**config.mk**
```make
export PLATFORM = sky130hd
export DESIGN_NAME = booth_r8_decoder
export DESIGN_NICKNAME = d
export VERILOG_FILES = /design/src/rtl/booth_r8_decoder.sv
export SDC_FILE = /design/constraint.sdc
export NUM_CORES = 1
export LEC_CHECK = 0
export BUFFER_PORTS_ARGS = -buffer_cell sky130_fd_sc_hd__buf_2
export CORE_ASPECT_RATIO = 0.7
export CORE_UTILIZATION = 45
export CTS_CLUSTER_DIAMETER = 150
export DETAILED_ROUTE_END_ITERATION = 7
export PLACE_DENSITY = 0.7
export SYNTH_ARGS = -nofsm -noshare
export SYNTH_HDL_FRONTEND = slang
export SYNTH_SLANG_ARGS = --single-unit
```
**constraint.sdc**
```tcl
create_clock -name CLK -period 10.1 [get_ports CLK]
set_input_delay 1.515 -clock CLK [delete_from_list [all_inputs] [get_ports CLK]]
set_output_delay 1.515 -clock CLK [all_outputs]
set_load 0.1 [all_outputs]
```
**src/rtl/booth_r8_decoder.sv**
```systemverilog
// Radix-8 Booth digit decoder: folds GROUP_CNT signed-digit select groups, MSB group first,
// into the unsigned operand they encode, flagging illegal codes and out-of-range results.
module booth_r8_decoder #(
    parameter int WIDTH     = 16,
    parameter int GROUP_CNT = (WIDTH >> 2) + 2
) (
    input  logic                 CLK,
    input  logic                 RST,
    input  logic [GROUP_CNT-1:0] s,
    input  logic [GROUP_CNT-1:0] d,
    input  logic [GROUP_CNT-1:0] t,
    input  logic [GROUP_CNT-1:0] q,
    input  logic [GROUP_CNT-1:0] n,
    input  logic                 in_valid,
    output logic                 in_ready,
    output logic [WIDTH-1:0]     mx_out,
    output logic                 code_err,
    output logic                 range_err,
    output logic                 out_valid,
    input  logic                 out_ready,
    output logic [15:0]          err_count
);
    localparam int ACC_W = WIDTH + 4;
    localparam int CNT_W = (GROUP_CNT > 1) ? $clog2(GROUP_CNT) : 1;
    localparam logic signed [ACC_W-1:0] ACC_MAX = ACC_W'((1 << WIDTH) - 1);

    typedef enum logic [1:0] {IDLE, ACCUM, DONE} state_t;

    // Digit value of one group; illegal (multi-hot) selects contribute nothing.
    function automatic logic signed [ACC_W-1:0] booth_digit(input logic [3:0] sel, input logic neg);
        logic signed [3:0] m;
        case (sel)
            4'b0001: m = 4'sd1;
            4'b0010: m = 4'sd2;
            4'b0100: m = 4'sd3;
            4'b1000: m = 4'sd4;
            default: m = 4'sd0;
        endcase
        return neg ? ACC_W'(-m) : ACC_W'(m);
    endfunction

    function automatic logic code_illegal(input logic [3:0] sel);
        return $countones(sel) > 1;
    endfunction

    function automatic logic out_of_range(input logic signed [ACC_W-1:0] v);
        return (v < 0) || (v > ACC_MAX);
    endfunction

    function automatic logic [15:0] sat_inc(input logic [15:0] v);
        return (v == 16'hFFFF) ? v : v + 16'd1;
    endfunction

    state_t                  state_q;
    logic [GROUP_CNT-1:0]    s_q, d_q, t_q, q_q, n_q;
    logic signed [ACC_W-1:0] acc_q, acc_d;
    logic [CNT_W-1:0]        cnt_q;
    logic [WIDTH-1:0]        mx_q;
    logic                    code_err_q, range_err_q, out_valid_q, in_ready_q;
    logic [15:0]             err_cnt_q;
    logic [3:0]              sel_d;
    logic                    illegal_d;

    always_comb begin
        sel_d     = {q_q[cnt_q], t_q[cnt_q], d_q[cnt_q], s_q[cnt_q]};
        illegal_d = code_illegal(sel_d);
        acc_d     = (acc_q <<< 3) + booth_digit(sel_d, n_q[cnt_q]);
    end

    always_ff @(posedge CLK) begin
        if (RST) begin
            state_q     <= IDLE;
            acc_q       <= '0;
            cnt_q       <= '0;
            mx_q        <= '0;
            code_err_q  <= 1'b0;
            range_err_q <= 1'b0;
            out_valid_q <= 1'b0;
            in_ready_q  <= 1'b1;
            err_cnt_q   <= '0;
        end else begin
            case (state_q)
                IDLE: begin
                    if (in_valid) begin
                        s_q        <= s;
                        d_q        <= d;
                        t_q        <= t;
                        q_q        <= q;
                        n_q        <= n;
                        acc_q      <= '0;
                        code_err_q <= 1'b0;
                        cnt_q      <= CNT_W'(GROUP_CNT - 1);
                        in_ready_q <= 1'b0;
                        state_q    <= ACCUM;
                    end
                end
                ACCUM: begin
                    acc_q      <= acc_d;
                    code_err_q <= code_err_q | illegal_d;
                    cnt_q      <= cnt_q - CNT_W'(1);
                    if (cnt_q == '0) begin
                        mx_q        <= acc_d[WIDTH-1:0];
                        range_err_q <= out_of_range(acc_d);
                        out_valid_q <= 1'b1;
                        state_q     <= DONE;
                    end
                end
                DONE: begin
                    if (out_ready) begin
                        if (code_err_q || range_err_q)
                            err_cnt_q <= sat_inc(err_cnt_q);
                        out_valid_q <= 1'b0;
                        in_ready_q  <= 1'b1;
                        state_q     <= IDLE;
                    end
                end
                default: state_q <= IDLE;
            endcase
        end
    end

    assign in_ready  = in_ready_q;
    assign mx_out    = mx_q;
    assign code_err  = code_err_q;
    assign range_err = range_err_q;
    assign out_valid = out_valid_q;
    assign err_count = err_cnt_q;
endmodule

```
==> run metrics, run 1 <==
peak supply drop=between 0.00009 and 0.0001 V; Final min period=between 5 and 6 ns; Total GRT Usage=roughly a fifth; Power Density=between 200 and 250 nW/um^2; CTS clk-pin slew, worst paths=approximately 0.06 ns; Critical Path AT=approximately 5.7 ns; Pwr Total=around 1 mW; port buffer count=between 60 and 70; final WL=about 9.3 mm; Worst path most repeated cell=ha_1; CP Class=reg -> reg; die footprint=around 10000 sq um; worst hold-check path type=reg -> reg; Clock Sinks=between 80 and 90; yosys warns=0; Post-synth top flop=dfxtp_1; first-pass GRT wire length=15.49 mm; post-CTS resize count=0; mean post-synth cell area=approximately 10 sq um; Synth async-reset ratio=0%; required time of the critical path=10.28 ns; grt total ovfl=0; DR vias/cell=between 5 and 6; drt first-iter violations=roughly 230; row cnt=29; net count after synthesis=489; R2R Setup Slk=between 4 and 5 ns; final worst path period share=a little over half; MaxCap Viol Count=0; status=complete, no violations; CP max-delay cell=dfxtp_1; worst stage delay on the critical path=slightly above 0.7 ns; RSZ-0062 raised after global routing=false; sequential-to-total area share from yosys stat=between 40 and 50%; Post-CTS Setup Bufs=0; Min Hold Slack=around 0.45 ns; Max Fanout on Critical Path=14; clock latency at the later pin of the worst-skew pair=~0.34 ns; sum of negative setup slack=0 ns; Slew headroom=approximately 28%; worst r2r src=cnt_q[0]; TritonCTS buffer count=9; cts hold-fix bufs=0; EDFF count, synth=30; CTS tree=done; H-tree levels=3; share of cells above drive strength 1=20.52%; largest net degree at the start of global routing=60; fin area=5101 sq um; endpoints failing setup=0; Worst Hold Launch=mx_out[10]; Syn Std Cell Area=4322 sq um; initial antenna violation count=0; root buffer cell=clkbuf_16; startpoint types=flop; Placed Area=4773 sq um; starting density of the core=47.08%; detailed placement HPWL=6.603 mm; Post-DRT Antenna Nets=0; die width=between 100 and 150 um; IO Pins=70; vias in the first global route=3255; Final Max Slew Viols=0; CP endpoint kind=flop; Cells after Synth=roughly 430; Die Height=83.99 um; nets@finish=between 500 and 600; number of synthesized register bits=about 90; Layout Area Growth over Synthesis=18.04%; routability cong.=~0.91; clk_skew=between 0.004 and 0.005 ns; CTS max path bufs=2; antenna cells=0; Peak Freq=about 180 MHz; Final Hold Viols=0; Filler cells=821; synth unique cells=slightly below 60; # DRC=0; core area=approximately 9200 sq um; Worst-Margin Slew=~1.1 ns; crit-path cells=mux4_1, a21oi_1, ha_1, mux2i_1, nor3_1, inv_1, ha_1, ha_1, nor2_1, ha_1, and2_1, a221o_1, a41oi_1, o21ai_0, a211oi_1, a31o_2, a311oi_2; LEAKAGE=about 2.1 nW; critical path startpoint=cnt_q[0]; via count=3408; drt pass-1 iters=4; post-DR wirelength/cell=~15 um; final core occ=55.57%
cells in the final DEF (no fill, tap or decap), types with 10 or more instances in the layout:
master,n
a21oi_1,37
a22oi_1,15
buf_2,69
clkbuf_16,11
dfxtp_1,58
edfxtp_1,30
ha_1,24
inv_1,11
mux2i_1,11
nand2_1,39
nand3_1,10
nor2_1,50
o21ai_0,18
xnor2_1,14
xor2_1,11
stage by stage:
stage	std cells	setup slack, ns
after floorplan	429	5.474
after global placement	610	4.898
after detailed placement	610	4.686
after CTS	626	4.656
after global routing	626	3.998
final	626	4.624
power by group:
part / internal (mW) / switching, mW / leakage, nW
registers: 0.388 / 0.0172 / 0.748
clock network: 0.222 / 0.136 / 0.162
logic: 0.0911 / 0.171 / 1.20
total: 0.701 / 0.325 / 2.11
logic make-up after synthesis:
family | Yosys count | synth area share [%]
mux | 17 | 4.893
fa+ha+maj | 26 | 7.875
compound gates | 109 | 17.02
xor+xnor | 25 | 5.067
simple gates | 138 | 14.71
buf+inv | 26 | 2.721
flops | 88 | 47.71
path summary, 6_finish.rpt:
path,end,depth (start not counted)
max,range_err,17
min,mx_out[10],2
max reg2reg,range_err,17
min reg2reg,mx_out[10],2
synthesized netlist by cell type (all sizes together), types with 4 or more instances:
cell type	instances	share of area (%)
dfxtp	58	27
nor2	50	4.3
nand2	40	3.5
a21oi	38	4.5
edfxtp	30	21
ha	24	6.9
o21ai	19	2.2
a22oi	15	2.6
xnor2	14	2.8
clkbuf	12	1.1
inv	11	0.96
mux2i	11	2.5
xor2	11	2.2
nand3	10	1.2
a21o	6	1.0
or3	6	0.87
a211oi	5	0.98
nor2b	5	0.72
nor3	5	0.58
mux2	4	1.1
nand2b	4	0.58
layout make-up:
| type | count | area [sq um] | area share (%) |
|---|---|---|---|
| Clock buffer | 12 | 280.3 | 5.494 |
| Clock inverter | 4 | 47.55 | 0.9321 |
| Inverter | 11 | 41.29 | 0.8094 |
| Multi-Input combinational cell | 315 | 2147 | 42.09 |
| Sequential cell | 88 | 2062 | 40.42 |
| Tap cell | 124 | 155.1 | 3.041 |
| Timing Repair Buffer | 72 | 367.9 | 7.211 |
registers in the layout, indices dropped and copies added (netlist names), 2 cells and up:
name / cells
t_q: 6
state_q: 2
err_count: 16
n_q: 6
s_q: 6
q_q: 6
d_q: 6
cnt_q: 3
acc_q: 17
mx_out: 16
worst max-delay path, delay by kind of cell (launching register included):
| kind | cells | cell delay (ns) |
|---|---|---|
| AOI/OAI and AO/OA | 7 | 1.72 |
| adders and majority gates | 4 | 1.07 |
| and+or+nand+nor | 3 | 0.99 |
| DFF | 1 | 0.72 |
| muxes | 2 | 0.72 |
| buffers and inverters | 1 | 0.08 |
routing by layer:
metal / vias to the layer above / track usage, % / part of all wire [%]
li1: 1693 / - / -
met4: 0 / 7.940 / 1.7
met3: 14 / 5.328 / 5.2
met2: 80 / 30.44 / 43
met5: - / 0 / 0
met1: 1621 / 26.60 / 50
No activity file was read; power rests on OpenSTA's default activity.
==> inputs of run 2 (changes only) <==
Settings changed: PLACE_DENSITY 0.7 to 0.72.
Clock period 10.1 ns to 4.8 ns, I/O delays scaled along.
==> run 2 against run 1 <==
  * Non-clock buffer count up 4
  * First-iteration DRC count down 12%
  * Cell count up 0.64%
  * Maximum frequency up 22%
  * Setup slack worse by 4.3 ns
  * Combinational power up 120%
  * Sequential power up 110%
  * Clock skew up 0.0034 ns
  * Global-route usage up 0.14 points
  * Utilization up 0.46 points
  * Register-to-register slack worse by 4.3 ns
  * Critical endpoint unchanged
  * Largest power group unchanged
==> run metrics, run 2 (synthesis results as in run 1) <==
IO Pins=70 (unchanged); drt first-iter violations=201 (-12%); MaxCap Viol Count=0 (unchanged); Final Max Slew Viols=0 (unchanged); Critical Path AT=4.71 ns (-0.95 ns); root buffer cell=clkbuf_16; Slew headroom=18.21% (-9.6 points); Layout Area Growth over Synthesis=19.02%; Worst-Margin Slew=1.222 ns (+0.1393 ns); Pwr Total=2.171 mW (+110%); H-tree levels=3 (unchanged); LEAKAGE=2.120 nW (+0.69%); Clock Sinks=88 (unchanged); RSZ-0062 raised after global routing=false; startpoint types=flop; Filler cells=814 (-0.85%); die width=119.1 um (unchanged); post-CTS resize count=0 (unchanged); clock latency at the later pin of the worst-skew pair=0.34 ns (about the same); drt pass-1 iters=4 (unchanged); CP Class=reg -> reg; Die Height=83.99 um (unchanged); required time of the critical path=5.04 ns (-5.24 ns); via count=3405 (-0.088%); Final Hold Viols=0 (unchanged); Largest Register=acc_q; DR vias/cell=5.405 (-0.72%); Power Density=422.1 nW/um^2 (+110%); Placed Area=4803 sq um (+0.63%); vias in the first global route=3313 (+1.8%); # DRC=0 (unchanged); multi-input logic area=2167 sq um (+0.93%); fin area=5144 sq um (+0.83%); share of cells above drive strength 1=21.54% (+1.0 points); most frequent cells in the layout=buf_2 (69), dfxtp_1 (57), nor2_1 (50); final WL=9.338 mm (about the same); cts hold-fix bufs=0 (unchanged); Final min period=4.470 ns (-1.005 ns); final worst path period share=93.13% (+39 points); first-pass GRT wire length=15.75 mm (+1.7%); grt total ovfl=0 (unchanged); nets@finish=561 (+0.72%); initial antenna violation count=0 (unchanged); sum of negative setup slack=0 ns (unchanged); Max Fanout on Critical Path=9 (-5); Post-CTS Setup Bufs=0 (unchanged); die footprint=10010 sq um (unchanged); Peak Freq=223.7 MHz (+22%); starting density of the core=47.08% (unchanged); clk_skew=0.007633 ns (+0.003404 ns); CTS max path bufs=2 (unchanged); peak supply drop=0.0002304 V (+140%); max reg flops=17 (unchanged); detailed placement HPWL=6.662 mm (+0.89%); placed insts=614 (+0.66%); storage element area=2063 sq um (about the same); Total GRT Usage=20.02% (+0.14 points); largest net degree at the start of global routing=60 (unchanged); CP endpoint kind=flop; row cnt=29 (unchanged); port buffer count=69 (unchanged); core area=9180 sq um (unchanged); commonest non-fill, non-tap cell in the layout=buf_2; antenna cells=0 (unchanged); post-DR wirelength/cell=14.82 um (-0.60%); routability cong.=0.8964 (-1.9%); endpoints failing setup=0 (unchanged); R2R depth=22 (+5); final non-filler cell total=630 (+0.64%); CTS clk-pin slew, worst paths=0.07 ns (about the same); TritonCTS buffer count=9 (unchanged); CTS tree=done; status=complete, no violations; WHS Path Cells=2 (unchanged); Post-DRT Antenna Nets=0 (unchanged); worst hold-check path type=reg -> reg
==> run 2: cell types whose count changed in the layout (fill, tap and decap cells not counted), sizes merged <==
cell	delta
buf	+4
clkbuf	-3
inv	+2
bufinv	+1
==> run 2: path summary, 6_finish.rpt <==
kind	startpoint	end	slack, ns
hold / removal	mx_out[10]	mx_out[10]	0.45
setup reg to reg	cnt_q[1]	range_err	0.33
hold reg to reg	mx_out[10]	mx_out[10]	0.45
setup / recovery	cnt_q[1]	range_err	0.33
==> run 2: report_power, final <==
part | switching, mW | internal (mW)
Clock | 0.292 | 0.457
Combinational | 0.374 | 0.203
Sequential | 0.0300 | 0.817
==> run 2: critical path, cell delays in order, from the launching register on <==
cell and delay [ns]:
dfxtp_1 0.52, nand2b_1 0.28, buf_4 0.16, nor2_1 0.04, a21oi_1 0.18, buf_4 0.16, inv_1 0.04, ha_1 0.20
mux2i_1 0.18, nor3_2 0.08, inv_1 0.09, ha_1 0.16, ha_1 0.14, nor2_1 0.04, buf_4 0.18, fa_1 0.42
a21o_1 0.23, a221oi_4 0.31, nor3_1 0.14, o31ai_1 0.30, xnor2_1 0.17, xnor2_1 0.10, a311oi_2 0.25
==> run 2: layout make-up <==
| class | count | area share, % |
|---|---|---|
| multi-input cells | 315 | 42.13 |
| flip-flops and latches | 88 | 40.11 |
| repair buffers | 76 | 7.735 |
| clock buffers | 9 | 4.378 |
| well taps | 124 | 3.016 |
| clock inverters | 7 | 1.824 |
| inverters | 11 | 0.8027 |
==> run 2: metrics by stage <==
stage	hold slack [ns]	utilization [%]	setup WS [ns]
2_1_floorplan	0.4721	-	0.1741
3_3_place_gp	0.4435	52.32	0.2979
3_5_place_dp	0.4447	52.32	0.09841
4_1_cts	0.4531	55.80	0.05173
5_1_grt	0.4712	56.03	0.04811
6_report	0.4515	56.03	0.3296
==> run 2: layer usage <==
layer | vias up | GRT usage (%) | wire length, um
met5 | - | 0 | 0
met4 | 0 | 6.559 | 116
met3 | 8 | 5.260 | 503
met2 | 97 | 31.87 | 4140
met1 | 1591 | 26.41 | 4578
li1 | 1709 | - | -
